`config.mk`:
```
export PLATFORM = sky130hd
export DESIGN_NAME = sv_fetch_sequencer_flat
export DESIGN_NICKNAME = d
export VERILOG_FILES = /design/src/rtl/sv_fetch_sequencer_pkg.sv /design/src/rtl/sv_fetch_sequencer_if.sv /design/src/rtl/sv_skid_fifo.sv /design/src/rtl/sv_fetch_sequencer.sv /design/src/flat_wrapper.sv
export SDC_FILE = /design/constraint.sdc
export NUM_CORES = 1
export LEC_CHECK = 0
export ABC_AREA = 1
export CORE_MARGIN = 2
export CORE_UTILIZATION = 55
export CTS_CLUSTER_SIZE = 14
export DETAILED_ROUTE_END_ITERATION = 10
export GPL_TIMING_DRIVEN = 1
export PLACE_DENSITY = 0.79
export SYNTH_ARGS = -nofsm -noshare
export SYNTH_HDL_FRONTEND = slang
export SYNTH_HIERARCHICAL = 1
export SYNTH_SLANG_ARGS = --single-unit
```
`constraint.sdc`:
```
create_clock -name clock -period 2.43 [get_ports clock]
set_input_delay 0.486 -clock clock [delete_from_list [all_inputs] [get_ports clock]]
set_output_delay 0.486 -clock clock [all_outputs]
set_load 0.02 [all_outputs]
```
`src/rtl/sv_fetch_sequencer_pkg.sv`:
```
// Shared definitions for the SVM support-vector fetch path.
package svm_pkg;

  localparam int BLOCK_LENGTH  = 9;
  localparam int VECTOR_LENGTH = 16;
  localparam int NUM_VECTORS   = 25;

  typedef enum logic [1:0] {
    IDLE  = 2'd0,
    FETCH = 2'd1,
    DRAIN = 2'd2,
    DONE  = 2'd3
  } state_t;

  // Ceiling log2, never below 1 so degenerate sizes still give a legal width.
  function automatic int log2(input int n);
    int r;
    r = 0;
    for (int i = 0; i < 31; i++)
      if ((1 << i) < n) r = i + 1;
    return (r < 1) ? 1 : r;
  endfunction

endpackage

```
`src/rtl/sv_fetch_sequencer_if.sv`:
```
// ROM read port plus element stream towards the MAC datapath.
interface sv_fetch_sequencer_if
  import svm_pkg::*;
#(
  parameter int blockLength  = BLOCK_LENGTH,
  parameter int vectorLength = VECTOR_LENGTH,
  parameter int numVectors   = NUM_VECTORS
);
  localparam int memDepth        = vectorLength * numVectors;
  localparam int addressBitWidth = log2(memDepth);
  localparam int indexBitWidth   = log2(numVectors);

  logic                       rom_enable;
  logic [addressBitWidth-1:0] rom_address;
  logic [blockLength-1:0]     rom_data;
  logic [blockLength-1:0]     sv_data;
  logic                       sv_valid;
  logic                       sv_ready;
  logic                       sv_first;
  logic                       sv_last;
  logic [indexBitWidth-1:0]   sv_index;

  modport master (
    output rom_enable, rom_address, sv_data, sv_valid, sv_first, sv_last, sv_index,
    input  rom_data, sv_ready
  );

  modport slave (
    input  rom_enable, rom_address, sv_data, sv_valid, sv_first, sv_last, sv_index,
    output rom_data, sv_ready
  );

endinterface

```
`src/rtl/sv_skid_fifo.sv`:
```
// Two-entry register FIFO absorbing the ROM read latency under backpressure.
module sv_skid_fifo #(
  parameter int width = 8
) (
  input  logic             clock,
  input  logic             resetn,
  input  logic             flush,
  input  logic             push,
  input  logic [width-1:0] wdata,
  input  logic             pop,
  output logic [width-1:0] rdata,
  output logic             full,
  output logic             empty,
  output logic [1:0]       count
);

  logic [1:0][width-1:0] mem;
  logic                  wr_ptr, rd_ptr;
  logic                  push_ok, pop_ok;

  assign empty   = (count == 2'd0);
  assign full    = (count == 2'd2);
  assign pop_ok  = pop && !empty;
  // A write into a full FIFO is legal only while the head leaves the same edge.
  assign push_ok = push && (!full || pop_ok);
  assign rdata   = mem[rd_ptr];

  // Storage, pointers and occupancy; flush drops contents without touching storage.
  always_ff @(posedge clock or negedge resetn) begin
    if (!resetn) begin
      mem    <= '0;
      wr_ptr <= 1'b0;
      rd_ptr <= 1'b0;
      count  <= 2'd0;
    end else if (flush) begin
      wr_ptr <= 1'b0;
      rd_ptr <= 1'b0;
      count  <= 2'd0;
    end else begin
      if (push_ok) begin
        mem[wr_ptr] <= wdata;
        wr_ptr      <= ~wr_ptr;
      end
      if (pop_ok) rd_ptr <= ~rd_ptr;
      count <= count + {1'b0, push_ok} - {1'b0, pop_ok};
    end
  end

endmodule

```
`src/rtl/sv_fetch_sequencer.sv`:
```
// Linear ROM walker framing support vectors onto a valid/ready stream.
module sv_fetch_sequencer
  import svm_pkg::*;
#(
  parameter int blockLength  = BLOCK_LENGTH,
  parameter int vectorLength = VECTOR_LENGTH,
  parameter int numVectors   = NUM_VECTORS
) (
  input  logic                  clock,
  input  logic                  resetn,
  input  logic                  start,
  input  logic                  abort,
  output logic                  busy,
  output logic                  done,
  sv_fetch_sequencer_if.master  bus
);

  localparam int memDepth        = vectorLength * numVectors;
  localparam int addressBitWidth = log2(memDepth);
  localparam int indexBitWidth   = log2(numVectors);
  localparam int elemBitWidth    = log2(vectorLength);
  localparam int tagWidth        = 2 + indexBitWidth;
  localparam int payloadWidth    = blockLength + tagWidth;

  state_t                     state_q, state_d;
  logic [addressBitWidth-1:0] addr_q;
  logic [elemBitWidth-1:0]    elem_q;
  logic [indexBitWidth-1:0]   vec_q;
  logic                       inflight_q;
  logic [tagWidth-1:0]        tag_q;

  logic                       issue, last_issue, pop;
  logic                       fifo_full, fifo_empty;
  logic [1:0]                 fifo_count;
  logic [payloadWidth-1:0]    head;

  assign pop        = !fifo_empty && bus.sv_ready;
  // At most two words are ever owed to the FIFO, so it can never overflow.
  assign issue      = (state_q == FETCH) && !abort &&
                      ((({1'b0, fifo_count} + {2'b0, inflight_q}) < 3'd2) || pop);
  assign last_issue = issue && (addr_q == addressBitWidth'(memDepth - 1));

  assign bus.rom_enable  = issue;
  assign bus.rom_address = addr_q;
  assign bus.sv_valid    = !fifo_empty;
  assign {bus.sv_data, bus.sv_first, bus.sv_last, bus.sv_index} = head;
  assign busy = (state_q != IDLE);
  assign done = (state_q == DONE);

  // Next-state: abort wins over everything, DRAIN ends on the final accept.
  always_comb begin
    state_d = state_q;
    case (state_q)
      IDLE:    if (start) state_d = FETCH;
      FETCH:   if (last_issue) state_d = DRAIN;
      DRAIN:   if (pop && !inflight_q && fifo_count == 2'd1) state_d = DONE;
      default: state_d = IDLE;
    endcase
    if (abort) state_d = IDLE;
  end

  // State register.
  always_ff @(posedge clock or negedge resetn) begin
    if (!resetn) state_q <= IDLE;
    else         state_q <= state_d;
  end

  // Address/element/vector counters and the tag of the read in flight.
  always_ff @(posedge clock or negedge resetn) begin
    if (!resetn) begin
      addr_q     <= '0;
      elem_q     <= '0;
      vec_q      <= '0;
      inflight_q <= 1'b0;
      tag_q      <= '0;
    end else if (abort) begin
      addr_q     <= '0;
      elem_q     <= '0;
      vec_q      <= '0;
      inflight_q <= 1'b0;
    end else begin
      inflight_q <= issue;
      if (state_q == IDLE && start) begin
        addr_q <= '0;
        elem_q <= '0;
        vec_q  <= '0;
      end
      if (issue) begin
        tag_q <= {elem_q == '0, elem_q == elemBitWidth'(vectorLength - 1), vec_q};
        // Hold the final address so the port shows the last word read.
        if (!last_issue) addr_q <= addr_q + 1'b1;
        if (elem_q == elemBitWidth'(vectorLength - 1)) begin
          elem_q <= '0;
          vec_q  <= vec_q + 1'b1;
        end else begin
          elem_q <= elem_q + 1'b1;
        end
      end
    end
  end

  // A word returning after an abort is dropped by gating the push.
  sv_skid_fifo #(.width(payloadWidth)) u_fifo (
    .clock  (clock),
    .resetn (resetn),
    .flush  (abort),
    .push   (inflight_q && !abort),
    .wdata  ({bus.rom_data, tag_q}),
    .pop    (pop),
    .rdata  (head),
    .full   (fifo_full),
    .empty  (fifo_empty),
    .count  (fifo_count)
  );

endmodule

```
`src/flat_wrapper.sv`:
```
// flat-port wrapper written by rule: the top's interface ports become plain ports
module sv_fetch_sequencer_flat import svm_pkg::*;
#(
  parameter int blockLength  = BLOCK_LENGTH,
  parameter int vectorLength = VECTOR_LENGTH,
  parameter int numVectors   = NUM_VECTORS
)
  (clock, resetn, start, abort, busy, done, bus_rom_enable, bus_rom_address, bus_sv_data, bus_sv_valid, bus_sv_first, bus_sv_last, bus_sv_index, bus_rom_data, bus_sv_ready);
  sv_fetch_sequencer_if #(.blockLength(blockLength), .vectorLength(vectorLength), .numVectors(numVectors)) bus_i ();
  input  logic clock;
  input  logic resetn;
  input  logic start;
  input  logic abort;
  output logic busy;
  output logic done;
  output wire logic [$bits(bus_i.rom_enable)-1:0] bus_rom_enable;
  output wire logic [$bits(bus_i.rom_address)-1:0] bus_rom_address;
  output wire logic [$bits(bus_i.sv_data)-1:0] bus_sv_data;
  output wire logic [$bits(bus_i.sv_valid)-1:0] bus_sv_valid;
  output wire logic [$bits(bus_i.sv_first)-1:0] bus_sv_first;
  output wire logic [$bits(bus_i.sv_last)-1:0] bus_sv_last;
  output wire logic [$bits(bus_i.sv_index)-1:0] bus_sv_index;
  input wire logic [$bits(bus_i.rom_data)-1:0] bus_rom_data;
  input wire logic [$bits(bus_i.sv_ready)-1:0] bus_sv_ready;
  assign bus_rom_enable = bus_i.rom_enable;
  assign bus_rom_address = bus_i.rom_address;
  assign bus_sv_data = bus_i.sv_data;
  assign bus_sv_valid = bus_i.sv_valid;
  assign bus_sv_first = bus_i.sv_first;
  assign bus_sv_last = bus_i.sv_last;
  assign bus_sv_index = bus_i.sv_index;
  assign bus_i.rom_data = bus_rom_data;
  assign bus_i.sv_ready = bus_sv_ready;
  sv_fetch_sequencer #(.blockLength(blockLength), .vectorLength(vectorLength), .numVectors(numVectors)) u_core (.clock(clock), .resetn(resetn), .start(start), .abort(abort), .busy(busy), .done(done), .bus(bus_i));
endmodule
```
## Yosys cells after proc, flatten, opt, wreduce, memory -nomap -nowiden

Index checks and enable logic that the tools add are counted.

- Output and inout port bits: 29
- Input port bits: 14
- Logic and storage cells: 89
- Register bits: 64

- Muxes and demuxes: 28
- Reduce and logical (&&, ||, !) cells: 27
- Bitwise gates (word level): 3
- Eq/ne operators: 10
- Add/sub/neg operators: 6
- Magnitude comparators: 4

Operator list:

| operator | number |
|---|---|
| two-way mux 16 bit | 3 |
| two-way mux 9 bit | 4 |
| bitwise mux 32 bit | 1 |
| two-way mux 5 bit | 4 |
| demux 16 bit (select 1 bit) | 1 |
| two-way mux 4 bit | 4 |
| logical AND 1 bit | 11 |
| two-way mux 2 bit | 5 |
| adder 9 x 1 -> 9 bit, second input constant | 1 |
| equality test 9 bit, second input constant | 1 |
| equality test 2 bit, second input constant | 3 |
| inequality test 3 x 2 -> 1 bit, second input constant | 2 |
| one-hot mux 2 bit (3 select lines) | 1 |
| nonzero test 2 bit | 3 |
| adder 5 x 1 -> 5 bit, second input constant | 1 |
| two-way mux 1 bit | 5 |
| adder 4 x 1 -> 4 bit, second input constant | 1 |
| equality test 2 x 1 -> 1 bit, second input constant | 2 |
| equality test 4 bit, second input constant | 1 |
| zero test 1 bit | 4 |
| zero test 2 bit | 2 |
| zero test 4 bit | 1 |
| < comparator 1 x 2 -> 1 bit, second input constant | 2 |
| AND reduction 2 bit | 2 |
| 10 further kinds | 13 |

## Logic depth before layout (Yosys ltp)

- Word-level depth: 9
- Depth in mapped cells: 11
- Mapped depth without buffers: 11

## Modules after synthesis

The synthesis kept the hierarchy.

Modules (own cells, without submodules):

| module | sequential area each (um^2) | area an instance (um^2) | instances | cells each |
|---|---|---|---|---|
| sv_skid_fifo | 900.9 | 1,799.2 | 1 | 227 |
| sv_fetch_sequencer | 700.7 | 1,600.3 | 1 | 206 |

## Worst setup path before layout

Ideal clock, no wire load.

- Path type: input to register
- Start: input abort
- End: register u_core.u_fifo.count[1]
- Path slack: 0.710 ns
- Stages: 9
- Data required time: 2.311 ns
- Arrival: 1.601 ns
- Setup time: 0.119 ns
- Buffers on the path: 2
- Cells stage by stage: buf_6 nor2_1 buf_2 nand2_1 ha_1 inv_1 ha_1 a21oi_1 nor2_1

- Word-level cells in the longest chain between the ends: 6

RTL lines:

| item | line | text |
|---|---|---|
| start: declaration | flat_wrapper.sv:13 | `input logic abort;` |
| zero test 1 bit | sv_fetch_sequencer.sv:107 | `.push (inflight_q && !abort),` |
| logical AND 1 bit | sv_fetch_sequencer.sv:107 |  |
| logical AND 1 bit | sv_skid_fifo.sv:25 | `assign push_ok = push && (!full \|\| pop_ok);` |
| adder 2 x 1 -> 2 bit | sv_skid_fifo.sv:45 | `count <= count + {1'b0, push_ok} - {1'b0, pop_ok};` |
| subtractor 2 x 1 -> 2 bit | sv_skid_fifo.sv:45 |  |
| two-way mux 2 bit * | sv_skid_fifo.sv:35 | `end else if (flush) begin` |
| end signal: assignment | sv_skid_fifo.sv:45 |  |
| end: declaration | sv_skid_fifo.sv:14 | `output logic [1:0] count` |

Mark *: on every way between the ends. The rest lies on a longest branch, timed or not.
A chain may end at the register's enable or synchronous reset.

## Final worst setup path

- Start: register u_core.u_fifo.rd_ptr
- End: output bus_sv_index[2]

- Word-level cells in the longest chain between the ends: 2

RTL lines:

| item | line | text |
|---|---|---|
| start: declaration | sv_skid_fifo.sv:18 | `logic wr_ptr, rd_ptr;` |
| start signal: assignment | sv_skid_fifo.sv:44 | `if (pop_ok) rd_ptr <= ~rd_ptr;` |
| two-way mux 16 bit (implied by the code) (2 in a row) | sv_skid_fifo.sv:26 | `assign rdata = mem[rd_ptr];` |
| end: declaration | flat_wrapper.sv:22 | `output wire logic [$bits(bus_i.sv_index)-1:0] bus_sv_index;` |

No other way between the ends. The select of a mux whose other input is x is not followed.

==> results.json <==
{
  "status": "finished clean",
  "gp_congestion": 0.8324,
  "numCtsBuffers": 9,
  "io_buffers": 42,
  "syn_area_per_cell_um2": 7.861,
  "via_count": 2987,
  "critical_path_arrival_ns": 1.79,
  "timing.fmax_mhz": 439.4,
  "crit_path_end_kind": "output port",
  "regToRegSetupSlack_ns": 0.50,
  "tritoncts": "done",
  "yosys_warnings": 6,
  "p_leak_uw": 0.002081,
  "area_delta_synth_final_pct": 20.38,
  "wire_per_inst_um": 13.23,
  "hp-class": "in -> async",
  "dpl.hpwl_um": 4940,
  "crit_required_ns": 1.94,
  "drt_wl_total_um": 7393,
  "drc": 0,
  "internal_power_uw": 2177,
  "grt_max_degree": 65,
  "pwr_density_cell_nw_per_um2": 803.6,
  "r2r_cells": 11,
  "maxCapViolCount": 0,
  "p_seq_share_pct": 41.5,
  "antenna_cells": 0,
  "p_sw_uw": 1108,
  "swShare_pct": 33.73,
  "drive_gt1_share_pct": 9.711,
  "min_period_ns": 2.276,
  "slew_viol_final": 0,
  "placementRows": 28,
  "synthCells": 432,
  "crit_fanout": 13,
  "hold_viol_final": 0,
  "htreeDepth": 3,
  "nets": 503,
  "grt_pass1_wl_um": 12240,
  "utilization_pct": 68.63,
  "dr.pass1.iters": 4,
  "power_frac_comb_pct": 30.8,
  "ctsLongestPathBuffers": 2,
  "fp.dieArea_um2": 6819,
  "skew_ns": 0.007714,
  "finalCritPeriodShare_pct": 93.65,
  "cts_root_buf": "clkbuf_8",
  "antenna_found_initial": 0,
  "rsz0062_at_grt": "false",
  "clk_pin_slew_ns": 0.07,
  "start_util_pct": 57.02,
  "tightestPinTransition_ns": 0.3750,
  "tns_ns": 0,
  "relSlewSlack_pct": 75.00,
  "routed_via_density": 5.343,
  "syn_nets": 456,
  "power.total_uw": 3285,
  "drtIter0Drc": 115,
  "synth_area_um2": 3396,
  "setup_viol": 0,
  "start_kind": "register",
  "die_w_um": 82.58,
  "r2r_end": "u_core/bus.rom_address[3]",
  "r2r-start": "u_core/state_q[1]",
  "die_h_um": 82.58,
  "post_cts_buffers": 0,
  "clk_latency_ns": 0.34,
  "grt.total_usage_pct": 23.54,
  "overflow": 0,
  "ir_drop_mv": 0.4535,
  "critPathKind": "reg -> out",
  "numClockSinks": 64,
  "ant_nets": 0,
  "pin_count": 43,
  "clkPwrFrac_pct": 27.8,
  "grt_pass1_vias": 2785,
  "core_region_area_um2": 5956
}
-- metrics by stage --
step	std cells	setup slack [ns]	area, µm²	hold WS, ns
finish	559	0.1542	4088	0.1421
CTS	559	0.1321	4088	0.1625
floorplan	432	0.7103	3396	0.1904
global route	559	0.05430	4088	0.1619
global placement	543	0.08032	3890	0.4539
detailed placement	543	0.07089	3890	0.4585
-- placed cells by master, fill, tap and decap left out, drive strengths merged --
| cell type | count |
|---|---|
| inv | 38 |
| dfrtp | 64 |
| nand2 | 171 |
| o21ai | 16 |
| clkdlybuf4s50 | 40 |
| clkinv | 4 |
| ha | 10 |
| bufinv | 1 |
| buf | 13 |
| nor2 | 36 |
| nand3 | 25 |
| nand4 | 34 |
| dlygate4sd2 | 1 |
| clkbuf | 13 |
| nor3 | 3 |
| xnor2 | 1 |
| o22ai | 3 |
| xor2 | 2 |
| a21oi | 8 |
| o21bai | 1 |
-- critical path: stages, from the launching register on --
cell	delay, ns
dfrtp_1	0.38
clkinv_1	0.11
buf_4	0.21
nand2_1	0.07
nand2_1	0.08
clkdlybuf4s50_1	0.60
-- final cells by class --
cell class | count | area, µm²
Inverter | 40 | 151.4
Fill cell | 496 | 1868
Clock buffer | 13 | 158.9
Tap cell | 75 | 93.84
Timing Repair Buffer | 54 | 516.7
Clock inverter | 3 | 40.04
Multi-Input combinational cell | 310 | 1525
Sequential cell | 64 | 1602
-- per-layer routing --
layer | routed length [µm] | share of wire (%) | GRT usage [%] | vias to the layer above
met5 | 0 | 0 | 0 | -
met2 | 3775 | 51 | 42.34 | 72
met1 | 3195 | 43 | 28.36 | 1413
li1 | - | - | - | 1489
met4 | 114 | 1.5 | 8.852 | 0
met3 | 307 | 4.2 | 3.587 | 13
-- registers in the layout, summed over array words and instances (netlist names) --
name                    flops
u_core/inflight_q           1
u_core/u_fifo/count         2
u_core/u_fifo/wr_ptr        1
u_core/vec_q                5
u_core/u_fifo/rd_ptr        1
u_core/bus.rom_address      9
u_core/state_q              2
u_core/elem_q               4
u_core/tag_q                7
u_core/u_fifo/mem          32
-- power groups by stage --
stage | sequential, µW | combinational [µW] | clock (µW)
floorplan | 1360 | 626 | 0
global placement | 1370 | 980 | 0
detailed placement | 1380 | 1020 | 0
CTS | 1360 | 1020 | 934
global route | 1380 | 1130 | 982
finish | 1360 | 1010 | 912
-- worst max-delay path by stage --
stage / startpoint / end / slack, ns / depth (start not counted)
3_3_place_gp: bus_sv_ready / bus_rom_enable / 0.08 / 6
6_report: u_core/u_fifo/rd_ptr / bus_sv_index[2] / 0.15 / 5
2_1_floorplan: abort / u_core/u_fifo/count[1] / 0.71 / 9
4_1_cts: u_core/u_fifo/rd_ptr / bus_sv_index[1] / 0.13 / 5
5_1_grt: u_core/u_fifo/rd_ptr / bus_sv_index[2] / 0.05 / 5
3_5_place_dp: bus_sv_ready / bus_rom_enable / 0.07 / 6
-- timing repair --
item | CTS | global route
setup endpoints to repair | 1 | 0
hold buffers | 0 | 0
resized for setup | 1 | 0
Power figures use the tool's default switching activity.
